## src/rtl/level_controller_if.sv

```systemverilog
// Bundles the control-loop handshake between the sample source, the PI stage and
// the DAC driver.
//   enable        : loop enable (low clears integrator, forces level to 0)
//   setpoint      : target temperature code, unsigned
//   measure       : measured temperature code, unsigned
//   measure_valid : single-cycle strobe qualifying measure
//   level         : registered drive level for the DAC driver
//   level_valid   : one-cycle pulse after level updates
//   busy          : calculation in progress
interface level_controller_if;
  logic       enable;
  logic [7:0] setpoint;
  logic [7:0] measure;
  logic       measure_valid;
  logic [7:0] level;
  logic       level_valid;
  logic       busy;

  modport master (
    output enable, setpoint, measure, measure_valid,
    input  level, level_valid, busy
  );

  modport slave (
    input  enable, setpoint, measure, measure_valid,
    output level, level_valid, busy
  );
endinterface

```

## src/rtl/level_controller.sv

```systemverilog
// Discrete PI control-law stage for the temperature loop. A five-state multicycle
// datapath computes an 8-bit drive level from setpoint and a strobed measurement,
// with a clamped integrator and saturated output.
//   clock : sole clock, rising edge
//   reset : asynchronous, active-high
//   bus   : level_controller_if slave (enable, setpoint, measure, measure_valid in;
//           level, level_valid, busy out)
module level_controller #(
  parameter int unsigned KP      = 4,
  parameter int unsigned KI      = 1,
  parameter int unsigned FRAC    = 2,
  parameter int unsigned INT_LIM = 4095
) (
  input logic               clock,
  input logic               reset,
  level_controller_if.slave bus
);

  typedef enum logic [2:0] {StIdle, StErr, StInteg, StSum, StSat} state_e;

  localparam logic signed [16:0] KpS       = 17'(KP);
  localparam logic signed [16:0] KiS       = 17'(KI);
  localparam logic signed [16:0] IntLim    = 17'(INT_LIM);
  localparam logic signed [16:0] IntLimNeg = -IntLim;

  state_e             state_q, state_d;
  logic [7:0]         meas_q, meas_d;
  logic [7:0]         sp_q, sp_d;
  logic [7:0]         level_q, level_d;
  logic               level_valid_q, level_valid_d;
  logic signed [8:0]  err_q, err_d;
  logic signed [15:0] integ_q, integ_d;
  logic signed [16:0] u_q, u_d;

  // 17-bit working values: wide enough that neither sum can wrap.
  logic signed [16:0] err_ext, integ_ext, integ_sum, pi_sum;

  assign err_ext   = {{8{err_q[8]}}, err_q};
  assign integ_ext = {integ_q[15], integ_q};
  assign integ_sum = integ_ext + KiS * err_ext;
  assign pi_sum    = KpS * err_ext + integ_ext;

  assign bus.level       = level_q;
  assign bus.level_valid = level_valid_q;
  assign bus.busy        = (state_q != StIdle);

  always_ff @(posedge clock or posedge reset) begin
    if (reset) begin
      state_q <= StIdle;
    end else begin
      state_q <= state_d;
    end
  end

  always_comb begin
    state_d       = state_q;
    meas_d        = meas_q;
    sp_d          = sp_q;
    err_d         = err_q;
    integ_d       = integ_q;
    u_d           = u_q;
    level_d       = level_q;
    level_valid_d = 1'b0;

    if (!bus.enable) begin
      // Abort anything in flight and park the loop at zero drive.
      state_d = StIdle;
      integ_d = '0;
      level_d = '0;
    end else begin
      unique case (state_q)
        StIdle: begin
          if (bus.measure_valid) begin
            meas_d  = bus.measure;
            sp_d    = bus.setpoint;
            state_d = StErr;
          end
        end
        StErr: begin
          err_d   = $signed({1'b0, sp_q}) - $signed({1'b0, meas_q});
          state_d = StInteg;
        end
        StInteg: begin
          if (integ_sum > IntLim) begin
            integ_d = IntLim[15:0];
          end else if (integ_sum < IntLimNeg) begin
            integ_d = IntLimNeg[15:0];
          end else begin
            integ_d = integ_sum[15:0];
          end
          state_d = StSum;
        end
        StSum: begin
          u_d     = pi_sum >>> FRAC;
          state_d = StSat;
        end
        StSat: begin
          if (u_q[16]) begin
            level_d = 8'd0;
          end else if (u_q > 17'sd255) begin
            level_d = 8'd255;
          end else begin
            level_d = u_q[7:0];
          end
          level_valid_d = 1'b1;
          state_d       = StIdle;
        end
        default: state_d = StIdle;
      endcase
    end
  end

  always_ff @(posedge clock or posedge reset) begin
    if (reset) begin
      meas_q        <= '0;
      sp_q          <= '0;
      err_q         <= '0;
      integ_q       <= '0;
      u_q           <= '0;
      level_q       <= '0;
      level_valid_q <= 1'b0;
    end else begin
      meas_q        <= meas_d;
      sp_q          <= sp_d;
      err_q         <= err_d;
      integ_q       <= integ_d;
      u_q           <= u_d;
      level_q       <= level_d;
      level_valid_q <= level_valid_d;
    end
  end

endmodule

```

## src/flat_wrapper.sv

```systemverilog
// flat-port wrapper written by rule: the top's interface ports become plain ports
module level_controller_flat 
#(
  parameter int unsigned KP      = 4,
  parameter int unsigned KI      = 1,
  parameter int unsigned FRAC    = 2,
  parameter int unsigned INT_LIM = 4095
)
  (clock, reset, bus_enable, bus_setpoint, bus_measure, bus_measure_valid, bus_level, bus_level_valid, bus_busy);
  level_controller_if bus_i ();
  input logic clock;
  input logic reset;
  input wire logic [$bits(bus_i.enable)-1:0] bus_enable;
  input wire logic [$bits(bus_i.setpoint)-1:0] bus_setpoint;
  input wire logic [$bits(bus_i.measure)-1:0] bus_measure;
  input wire logic [$bits(bus_i.measure_valid)-1:0] bus_measure_valid;
  output wire logic [$bits(bus_i.level)-1:0] bus_level;
  output wire logic [$bits(bus_i.level_valid)-1:0] bus_level_valid;
  output wire logic [$bits(bus_i.busy)-1:0] bus_busy;
  assign bus_i.enable = bus_enable;
  assign bus_i.setpoint = bus_setpoint;
  assign bus_i.measure = bus_measure;
  assign bus_i.measure_valid = bus_measure_valid;
  assign bus_level = bus_i.level;
  assign bus_level_valid = bus_i.level_valid;
  assign bus_busy = bus_i.busy;
  level_controller #(.KP(KP), .KI(KI), .FRAC(FRAC), .INT_LIM(INT_LIM)) u_core (.clock(clock), .reset(reset), .bus(bus_i));
endmodule
```

## config.mk

```make
export PLATFORM = sky130hd
export DESIGN_NAME = level_controller_flat
export DESIGN_NICKNAME = d
export VERILOG_FILES = /design/src/rtl/level_controller_if.sv /design/src/rtl/level_controller.sv /design/src/flat_wrapper.sv
export SDC_FILE = /design/constraint.sdc
export NUM_CORES = 1
export LEC_CHECK = 0
export ABC_CLOCK_PERIOD_IN_PS = 3850
export BUFFER_PORTS_ARGS = -buffer_cell sky130_fd_sc_hd__buf_2
export CORE_MARGIN = 8
export CORE_UTILIZATION = 50
export DETAILED_ROUTE_END_ITERATION = 16
export MAX_ROUTING_LAYER = met4
export PLACE_DENSITY = 0.69
export SYNTH_ARGS = -nofsm -noshare
export SYNTH_HDL_FRONTEND = slang
export SYNTH_SLANG_ARGS = --single-unit
```

## constraint.sdc

```tcl
create_clock -name clock -period 3.85 [get_ports clock]
set_input_delay 0.77 -clock clock [delete_from_list [all_inputs] [get_ports clock]]
set_output_delay 0.77 -clock clock [all_outputs]
set_load 0.01 [all_outputs]
```

==> results of run 1 <==
==> sequential cells by signal, indices dropped and copies added, names as in the netlist <==
register                flops
u_core.bus.level            8
u_core.bus.level_valid      1
u_core.err_q                9
u_core.integ_q             16
u_core.meas_q               8
u_core.sp_q                 8
u_core.state_q              3
u_core.u_q                 15
==> cell type report <==
type | count | area (um2)
flip-flops and latches | 68 | 1700
clock inverters | 6 | 65.1
well taps | 108 | 135
multi-input cells | 363 | 2550
repair buffers | 31 | 160
fillers | 779 | 3800
clock buffers | 10 | 128
inverters | 26 | 97.6
==> kinds of logic (layout without fill, tap and decap cells) <==
group                    after synthesis  in the layout  share of synthesized area [%]
XOR/XNOR                              16             16                           3.16
flip-flops                            68             68                           38.4
buffers and inverters                 45             73                           3.93
multiplexers                          17             17                           4.29
AND/OR/NAND/NOR                      164            164                           18.5
AO/OA/AOI/OAI                        131            131                           21.3
adder cells (fa/ha/maj)               35             35                           10.4
==> worst min-delay path: cells and delay by family (launching register included) <==
family / cells / cell delay (ns)
flip-flops: 1 / 0.34
AO/OA/AOI/OAI: 1 / 0.06
AND/OR/NAND/NOR: 1 / 0.04
==> synth_stat cells, drive strengths merged, types with 6 or more instances <==
library cell / count
a21oi: 20
dfrtp: 68
nand2: 57
nor2b: 8
nor3: 12
o21ai: 36
xor2: 7
a21o: 10
clkbuf: 17
ha: 32
a221o: 8
inv: 25
and3: 7
a31oi: 6
o21a: 10
mux2: 16
nor2: 36
nand4: 6
xnor2: 9
nand3: 9
o31ai: 10
==> per-layer routing <==
| metal | part of all wire, % | track usage [%] |
|---|---|---|
| met5 | 0 | - |
| met4 | 1.4 | 6.09 |
| met1 | 47 | 22.8 |
| met2 | 48 | 27.8 |
| met3 | 3.8 | 4.07 |
==> metrics by stage <==
| stage | instance area [um2] | power (mW) | util, % |
|---|---|---|---|
| 2_1_floorplan | 4430 | 2.45 | - |
| 3_3_place_gp | 4650 | 2.82 | 53.8 |
| 3_5_place_dp | 4650 | 2.85 | 53.8 |
| 4_1_cts | 4840 | 3.45 | 56.0 |
| 5_1_grt | 4840 | 3.73 | 56.0 |
| 6_report | 4840 | 3.45 | 56.0 |
==> final timing paths <==
path                                      from             endpoint  slack [ns]
setup / recovery               u_core.err_q[0]    u_core.integ_q[7]        0.59
hold / removal             u_core.bus.level[7]  u_core.bus.level[7]        0.47
setup reg to reg               u_core.err_q[0]    u_core.integ_q[7]        0.59
hold reg to reg            u_core.bus.level[7]  u_core.bus.level[7]        0.47
max in group asynchronous                reset       u_core.u_q[10]        2.63
min in group asynchronous                reset  u_core.bus.level[1]        0.66
==> power breakdown <==
part	leakage, nW	switching (mW)	total [mW]	internal [mW]
clock network	0.0962	0.291	0.590	0.299
registers	0.882	0.173	1.09	0.913
logic	1.36	1.04	1.77	0.733
==> run metrics, run 1 <==
outcome=finished, final reports clean; HP Class=reg2reg; CTS tree=built; Startpoint Class=flip-flop; area delta synth->final=9.30%; Post-Syn Nets=531; Worst Hold Margin=0.475 ns; CP Capture Type=flip-flop; Tcrit/Tclk final=84.7%; CP Class=reg2reg; Worst Hold Path Cells=2; commonest non-fill, non-tap cell in the layout=dfrtp_1; Clock Pin Slew Worst Setup and Hold Paths=0.07 ns; post-placement cell count=596; CTS hold repair buffers=0; crit-path max cell delay=0.45 ns; Die Ht=110 um; Port Buffers=29; fraction of registers with async set/reset=100%; Worst EP arrival=3.50 ns; gr ovfl total=0; power per cell area=712 mW/mm2; clk sink count=68; Inserted Diodes=0; CP top delay family=compound AO/OA/AOI/OAI gates; Place WS=0.616 ns; Die Width=110 um; CP Cell Sequence=ha_1, inv_1, fa_1, nor2b_1, o2111ai_2, and3_1, o31a_1, xnor2_1, o41ai_4, nor3_4, a311o_1; Required @ worst endpoint=4.09 ns; # DRC=0; Leakage=2.34 nW; final setup margin=0.588 ns; Max Clock Freq=0.307 GHz; post-synthesis cell type count=64; vias in the first global route=3,399; ANT nets after route=0; Slew headroom=32.8%; Clock Skews=0.0120 ns; Finished Layout Cells=612; post_cts resized=0; dominant cell type by area after synthesis=dfrtp_1; Detailed Route WL=9940 um; layout cells sized above 1=14.7%; H-tree depth=3; Worst path depth=11; Slew @ Worst Pin=1.00 ns; largest net degree at the start of global routing=69; Clock Path Buffers=2; Cell Area, Synth=0.00443 mm2; Tot GR Track Use=18.0%; I/O pins=30; Mapped Cells=476; CTS root buf=clkbuf_8; initial drt markers=316; RSZ-0062 raised after global routing=no; syn avg cell area=9.30 um2; # rows=34; reg2reg path depth=11; setup violation total in the final timing report=0; Initial Util=51.3%; setup bufs post-CTS=0; Synth Register Bits=68; antenna violations before repair=0; worst path buffer plus inverter count=1; synth top area cells=dfrtp_1 (38%), ha_1 (9.0%), nand2_1 (4.8%); synth warn=0; core area=0.00864 mm2; CTS Buf Count=9; Worst path slowest cell=o41ai_4; share of the synthesized area in the top cell type=38.4%; Final nets=554; most frequent cells in the layout=dfrtp_1 (68), nand2_1 (57), nor2_1 (35), o21ai_0 (35), ha_1 (32); Worst IR Drop VDD=0.326 mV; Post-synth EDFFs=0; max-cap violations=0; crit path max fanout=10; die area=0.0121 mm2; DRT Pass-1 Iters=4; GPL Wtd Cong=0.850; top_reg_cell synth=dfrtp_1; clk_lat worst skew=0.36 ns; DP Wirelength=7540 um; Avg WL per Cell=16.2 um; setup tns final=0 ns; Tmin final=3.26 ns; Pins Over Slew Limit=0; final hold violations=0; first-pass GRT wire length=16,700 um; total number of vias=3,525; routed vias/inst=5.76; post-synthesis sequential area ratio=38.4%
Power figures use the tool's default switching activity.
==> run 2, diff against run 1 <==
--- a/config.mk
+++ b/config.mk
@@ -5,13 +5,14 @@
 export SDC_FILE = /design/constraint.sdc
 export NUM_CORES = 1
 export LEC_CHECK = 0
-export ABC_CLOCK_PERIOD_IN_PS = 3850
+export ABC_AREA = 1
+export ABC_CLOCK_PERIOD_IN_PS = 2980
 export BUFFER_PORTS_ARGS = -buffer_cell sky130_fd_sc_hd__buf_2
 export CORE_MARGIN = 8
 export CORE_UTILIZATION = 50
 export DETAILED_ROUTE_END_ITERATION = 16
 export MAX_ROUTING_LAYER = met4
-export PLACE_DENSITY = 0.69
+export PLACE_DENSITY = 0.71
 export SYNTH_ARGS = -nofsm -noshare
 export SYNTH_HDL_FRONTEND = slang
 export SYNTH_SLANG_ARGS = --single-unit
==> constraint.sdc (replaced) <==
create_clock -name clock -period 2.98 [get_ports clock]
set_input_delay 0.596 -clock clock [delete_from_list [all_inputs] [get_ports clock]]
set_output_delay 0.596 -clock clock [all_outputs]
set_load 0.01 [all_outputs]
==> run metrics, run 2 <==
outcome=finished, final reports clean; Tmin final=2.70 ns (-0.566 ns); power per cell area=901 mW/mm2 (+26%); post-synthesis cell type count=31 (-52%); Tcrit/Tclk final=90.5% (+5.7 points); Cell Area, Synth=0.00459 mm2 (+3.7%); Slew headroom=60.7% (+28 points); dominant cell type by area after synthesis=dfrtp_1; fraction of registers with async set/reset=100% (unchanged); Mapped Cells=650 (+37%); biggest regs=u_core.integ_q: 16 flops, u_core.u_q: 15 flops, u_core.err_q: 9 flops; Seq. cell area=0.00170 mm2 (unchanged); multi-input logic area=0.00248 mm2 (-2.6%); max-cap violations=0 (unchanged); Clock Skews=0.0112 ns (-0.000771 ns); most flop-heavy register=u_core.integ_q; Die Width=112 um (+1.6%); Synth Register Bits=68 (unchanged); final hold violations=0 (unchanged); final setup margin=0.284 ns (-0.304 ns); Pins Over Slew Limit=0 (unchanged); HP Class=in2async; Detailed Route WL=10,800 um (+8.8%); Worst EP arrival=2.92 ns (-0.58 ns); Required @ worst endpoint=3.21 ns (-0.88 ns); die area=0.0125 mm2 (+3.2%); clk sink count=68 (unchanged); CP Cell Sequence=ha_1, inv_1, fa_1, inv_1, nand3_1, nand2_1, nand2_1, nand2_1, nand3_1, nand2_1, nand2_1, nand2_2, inv_1, nand2_2, nand2_1, nand2_1, nand2_1; Max Clock Freq=0.371 GHz (+21%); post-route cell area=0.00506 mm2 (+4.6%); Post-Syn Nets=705 (+33%); Slew @ Worst Pin=0.585 ns (-0.419 ns); first-pass GRT wire length=18,400 um (+11%); crit path max fanout=12 (+2); max reg flops=16 (unchanged); CP Class=reg2reg; largest net degree at the start of global routing=28 (-59%); post-synthesis sequential area ratio=37.0% (-1.4 points); post_cts resized=0 (unchanged); commonest non-fill, non-tap cell in the layout=nand2_1; I/O pins=30 (unchanged); worst path buffer plus inverter count=3 (+2); Port Buffers=29 (unchanged); Clock Path Buffers=2 (unchanged); Initial Util=50.7% (-0.61 points); routed vias/inst=5.12 (-11%); CTS root buf=clkbuf_8; combinational power share=52.6% (+1.3 points); cell with the most instances after synthesis=nand2_1; syn avg cell area=7.07 um2 (-24%); most frequent CP cell=nand2_1; setup tns final=0 ns (unchanged); DRT Pass-1 Iters=5 (+1); Worst path slowest cell=dfrtp_1; Die Ht=112 um (+1.6%); CP Capture Type=flip-flop; Post-synth EDFFs=0 (unchanged); # rows=35 (+2.9%); layout cells sized above 1=9.70% (-5.0 points); antenna violations before repair=0 (unchanged); Core Util, Final=55.8% (-0.20 points); crit-path max cell delay=0.41 ns (-0.04 ns); top_reg_cell synth=dfrtp_1; Place WS=0.315 ns (-0.302 ns); Area after DPL=0.00487 mm2 (+4.8%); most frequent cells in the layout=nand2_1 (227), inv_1 (95), dfrtp_1 (68), nand3_1 (48), nor2_1 (46); internal power consumption=2.44 mW (+25%); Clock Pin Slew Worst Setup and Hold Paths=0.08 ns (about the same); CTS Buf Count=9 (unchanged); RSZ-0062 raised after global routing=no; Inserted Diodes=0 (unchanged); GPL Wtd Cong=0.978 (+15%); CTS tree=built; Seq pwr share=31.1% (-0.4 points); Avg WL per Cell=13.5 um (-17%); CTS hold repair buffers=0 (unchanged); setup violation total in the final timing report=0 (unchanged); clock power share=16.3% (-0.8 points); Psw=2.12 mW (+42%); switching share of power=46.6% (+3.0 points); Startpoint Class=flip-flop; core area=0.00906 mm2 (+5.0%); Final nets=741 (+34%); area delta synth->final=10.2%; setup bufs post-CTS=0 (unchanged); # DRC=0 (unchanged); synth cell count leaders=nand2_1 (227), inv_1 (96), dfrtp_1 (68); Worst Hold Margin=0.244 ns (-0.231 ns); clk_lat worst skew=0.34 ns (-0.02 ns); Leakage=2.92 nW (+25%); DP Wirelength=8750 um (+16%); gr ovfl total=0 (unchanged); synth warn=0 (unchanged); Tot GR Track Use=18.6% (+0.65 points); ANT nets after route=0 (unchanged); synth top area cells=dfrtp_1 (37%), nand2_1 (19%), ha_1 (8.7%); total number of vias=4,104 (+16%); Worst IR Drop VDD=0.452 mV (+39%); FILL cells=865 (+11%); CP top delay family=simple AND/OR/NAND/NOR gates; vias in the first global route=3,941 (+16%); initial drt markers=209 (-34%); share of the synthesized area in the top cell type=37.0% (-1.4 points); H-tree depth=3 (unchanged)
## run 2: metrics by stage
stage	power [mW]	std cells
6_report	4.56	802
5_1_grt	4.97	802
4_1_cts	4.56	802
3_5_place_dp	3.80	786
3_3_place_gp	3.77	786
2_1_floorplan	3.24	650
## run 2: area by class of cell
class / count / share of cell area [%]
tap: 111 / 2.74
sequential: 68 / 33.6
clock buffer: 9 / 2.45
clock inverter: 7 / 1.31
timing repair buffer: 34 / 3.61
inverter: 97 / 7.19
multi-input combinational: 476 / 49.1
## run 2: cells by family after synthesis
family	Yosys count	synth area share [%]
AND/OR/NAND/NOR	354	32.4
buffers and inverters	106	8.85
AO/OA/AOI/OAI	69	7.84
flip-flops	68	37.0
adder cells (fa/ha/maj)	35	10.0
XOR/XNOR	11	2.10
multiplexers	7	1.72
## run 2: worst reg2reg max path, delay by kind of cell (launching register included)
family        cells  cell delay, ns
buf+inv           3            0.28
flops             1            0.41
simple gates     12            1.22
fa+ha+maj         2            0.68
## run 2: routing by layer
metal / up-vias / track usage [%] / routed length, um
li1: 2145 / - / -
met5: - / - / 0
met4: 0 / 6.11 / 238
met1: 1853 / 22.7 / 5060
met3: 19 / 3.84 / 471
met2: 87 / 30.3 / 5050
## run 2: power by group through the flow
stage | registers (mW) | clock network [mW] | logic, mW
CTS | 1.42 | 0.756 | 2.38
global placement | 1.43 | 0 | 2.35
floorplan | 1.34 | 0 | 1.90
detailed placement | 1.44 | 0 | 2.37
finish | 1.42 | 0.742 | 2.40
global route | 1.45 | 0.788 | 2.73
## run 2: final timing paths
kind,slack (ns),cells after the start,startpoint,to
max,0.28,17,u_core.err_q[0],u_core.integ_q[0]
min,0.24,2,reset,u_core.state_q[1]
max reg2reg,0.28,17,u_core.err_q[0],u_core.integ_q[0]
min reg2reg,0.48,2,u_core.u_q[5],u_core.u_q[5]
max in group asynchronous,2.02,3,reset,u_core.integ_q[8]
min in group clock,0.48,2,bus_setpoint[4],u_core.sp_q[4]
==> run 3, diff against run 2 <==
--- a/config.mk
+++ b/config.mk
@@ -11,7 +11,6 @@
 export CORE_MARGIN = 8
 export CORE_UTILIZATION = 50
 export DETAILED_ROUTE_END_ITERATION = 16
-export MAX_ROUTING_LAYER = met4
 export PLACE_DENSITY = 0.71
 export SYNTH_ARGS = -nofsm -noshare
 export SYNTH_HDL_FRONTEND = slang
==> run metrics, run 3 (synthesis gave the netlist of run 2 again) <==
CTS Buf Count=9 (unchanged); HP Class=in2async; antenna violations before repair=0 (unchanged); layout cells sized above 1=9.70% (unchanged); first-pass GRT wire length=19,000 um (+2.9%); max-cap violations=0 (unchanged); Worst Hold Margin=0.232 ns (-0.0117 ns); Avg WL per Cell=13.8 um (+2.4%); RSZ-0062 raised after global routing=no; Tmin final=2.67 ns (-0.0299 ns); Worst IR Drop VDD=0.412 mV (-8.9%); total number of vias=4,132 (+0.68%); setup bufs post-CTS=0 (unchanged); Port Buffers=29 (unchanged); Required @ worst endpoint=3.21 ns (about the same); power per cell area=945 mW/mm2 (+5.0%); Slew @ Worst Pin=0.570 ns (-0.0147 ns); Die Width=112 um (unchanged); Pins Over Slew Limit=0 (unchanged); clk_lat worst skew=0.35 ns (about the same); Initial Util=50.7% (unchanged); outcome=finished, final reports clean; Max Clock Freq=0.375 GHz (+1.1%); CTS hold repair buffers=0 (unchanged); Tcrit/Tclk final=89.5% (-1.0 points); most frequent cells in the layout=nand2_1 (227), inv_1 (95), dfrtp_1 (68), nand3_1 (48), nor2_1 (46); crit path max fanout=12 (unchanged); Worst EP arrival=2.89 ns (-0.03 ns); # rows=35 (unchanged); biggest regs=u_core.integ_q: 16 flops, u_core.u_q: 15 flops, u_core.err_q: 9 flops; Inserted Diodes=0 (unchanged); commonest non-fill, non-tap cell in the layout=nand2_1; clk sink count=68 (unchanged); Clock Skews=0.0187 ns (+0.00746 ns); max reg flops=16 (unchanged); I/O pins=30 (unchanged); vias in the first global route=4,097 (+4.0%); final hold violations=0 (unchanged); Detailed Route WL=11,100 um (+2.4%); ANT nets after route=0 (unchanged); # DRC=0 (unchanged); Clock Path Buffers=2 (unchanged); Leakage=2.95 nW (+1.1%); die area=0.0125 mm2 (unchanged); Tot GR Track Use=18.5% (-0.14 points); core area=0.00906 mm2 (unchanged); initial drt markers=225 (+7.7%); CP Class=reg2reg; Die Ht=112 um (unchanged); Clock Pin Slew Worst Setup and Hold Paths=0.09 ns (about the same); CTS root buf=clkbuf_8; Startpoint Class=flip-flop; CTS tree=built; setup tns final=0 ns (unchanged); setup violation total in the final timing report=0 (unchanged); CP Capture Type=flip-flop; largest net degree at the start of global routing=29 (+3.6%); GPL Wtd Cong=0.987 (+0.92%); DP Wirelength=8820 um (+0.74%); gr ovfl total=0 (unchanged); area delta synth->final=11.9%; post_cts resized=0 (unchanged); DRT Pass-1 Iters=5 (unchanged); Slew headroom=61.7% (+0.99 points); H-tree depth=3 (unchanged); Final nets=741 (unchanged); routed vias/inst=5.15 (+0.68%); most flop-heavy register=u_core.integ_q
-- run 3: cell types whose count changed in the layout (fill, tap and decap cells not counted), sizes merged --
cell / delta
bufinv: +3
clkinv: -4
inv: +1
-- run 3: area by class of cell --
type / instances / area, um2
flip-flops and latches: 68 / 1700
multi-input cells: 476 / 2480
clock buffers: 9 / 124
clock inverters: 7 / 145
well taps: 111 / 139
inverters: 97 / 364
repair buffers: 34 / 183
fillers: 871 / 3920
-- run 3: worst max-delay path, stage by stage, from the launching register on --
cell and delay [ns]:
dfrtp_1 0.40, ha_1 0.26, inv_1 0.07, fa_1 0.40, inv_1 0.11, nand3_1 0.09
nand2_1 0.15, nand2_1 0.09, nand2_1 0.11, nand3_1 0.11, nand2_1 0.11, nand2_1 0.07
nand2_2 0.11, inv_1 0.09, nand2_2 0.20, nand2_1 0.08, nand2_1 0.05, nand2_1 0.05
-- run 3: report_power, final --
part	switching (mW)	internal [mW]	total, mW	leakage, nW
clock	0.379	0.646	1.03	0.130
combinational	1.55	0.863	2.41	1.96
sequential	0.234	1.19	1.42	0.860
total	2.16	2.70	4.86	2.95
-- run 3: path summary, 6_finish.rpt --
path	from	endpoint	slack, ns	depth (start not counted)
setup / recovery	u_core.err_q[0]	u_core.integ_q[0]	0.31	17
hold / removal	reset	u_core.u_q[9]	0.23	2
setup reg to reg	u_core.err_q[0]	u_core.integ_q[0]	0.31	17
hold reg to reg	u_core.u_q[4]	u_core.u_q[4]	0.49	2
max in group asynchronous	reset	u_core.integ_q[0]	2.00	3
min in group clock	bus_setpoint[6]	u_core.sp_q[6]	0.48	2
-- run 3: per-layer routing --
layer	GRT usage, %	part of all wire [%]	vias up
met5	0	0	-
met4	7.29	2.2	0
met3	3.30	3.5	21
met2	31.0	48	93
met1	23.1	46	1874
li1	-	-	2144
-- run 3: through the flow --
| step | power [mW] | instance area [um2] | setup WS (ns) | cells | util [%] |
|---|---|---|---|---|---|
| CTS | 4.87 | 5140 | 0.335 | 802 | 56.7 |
| floorplan | 3.24 | 4590 | 0.672 | 650 | - |
| global route | 5.28 | 5140 | 0.0323 | 802 | 56.7 |
| detailed placement | 3.82 | 4870 | 0.367 | 786 | 53.7 |
| global placement | 3.77 | 4870 | 0.397 | 786 | 53.7 |
| finish | 4.86 | 5140 | 0.314 | 802 | 56.7 |
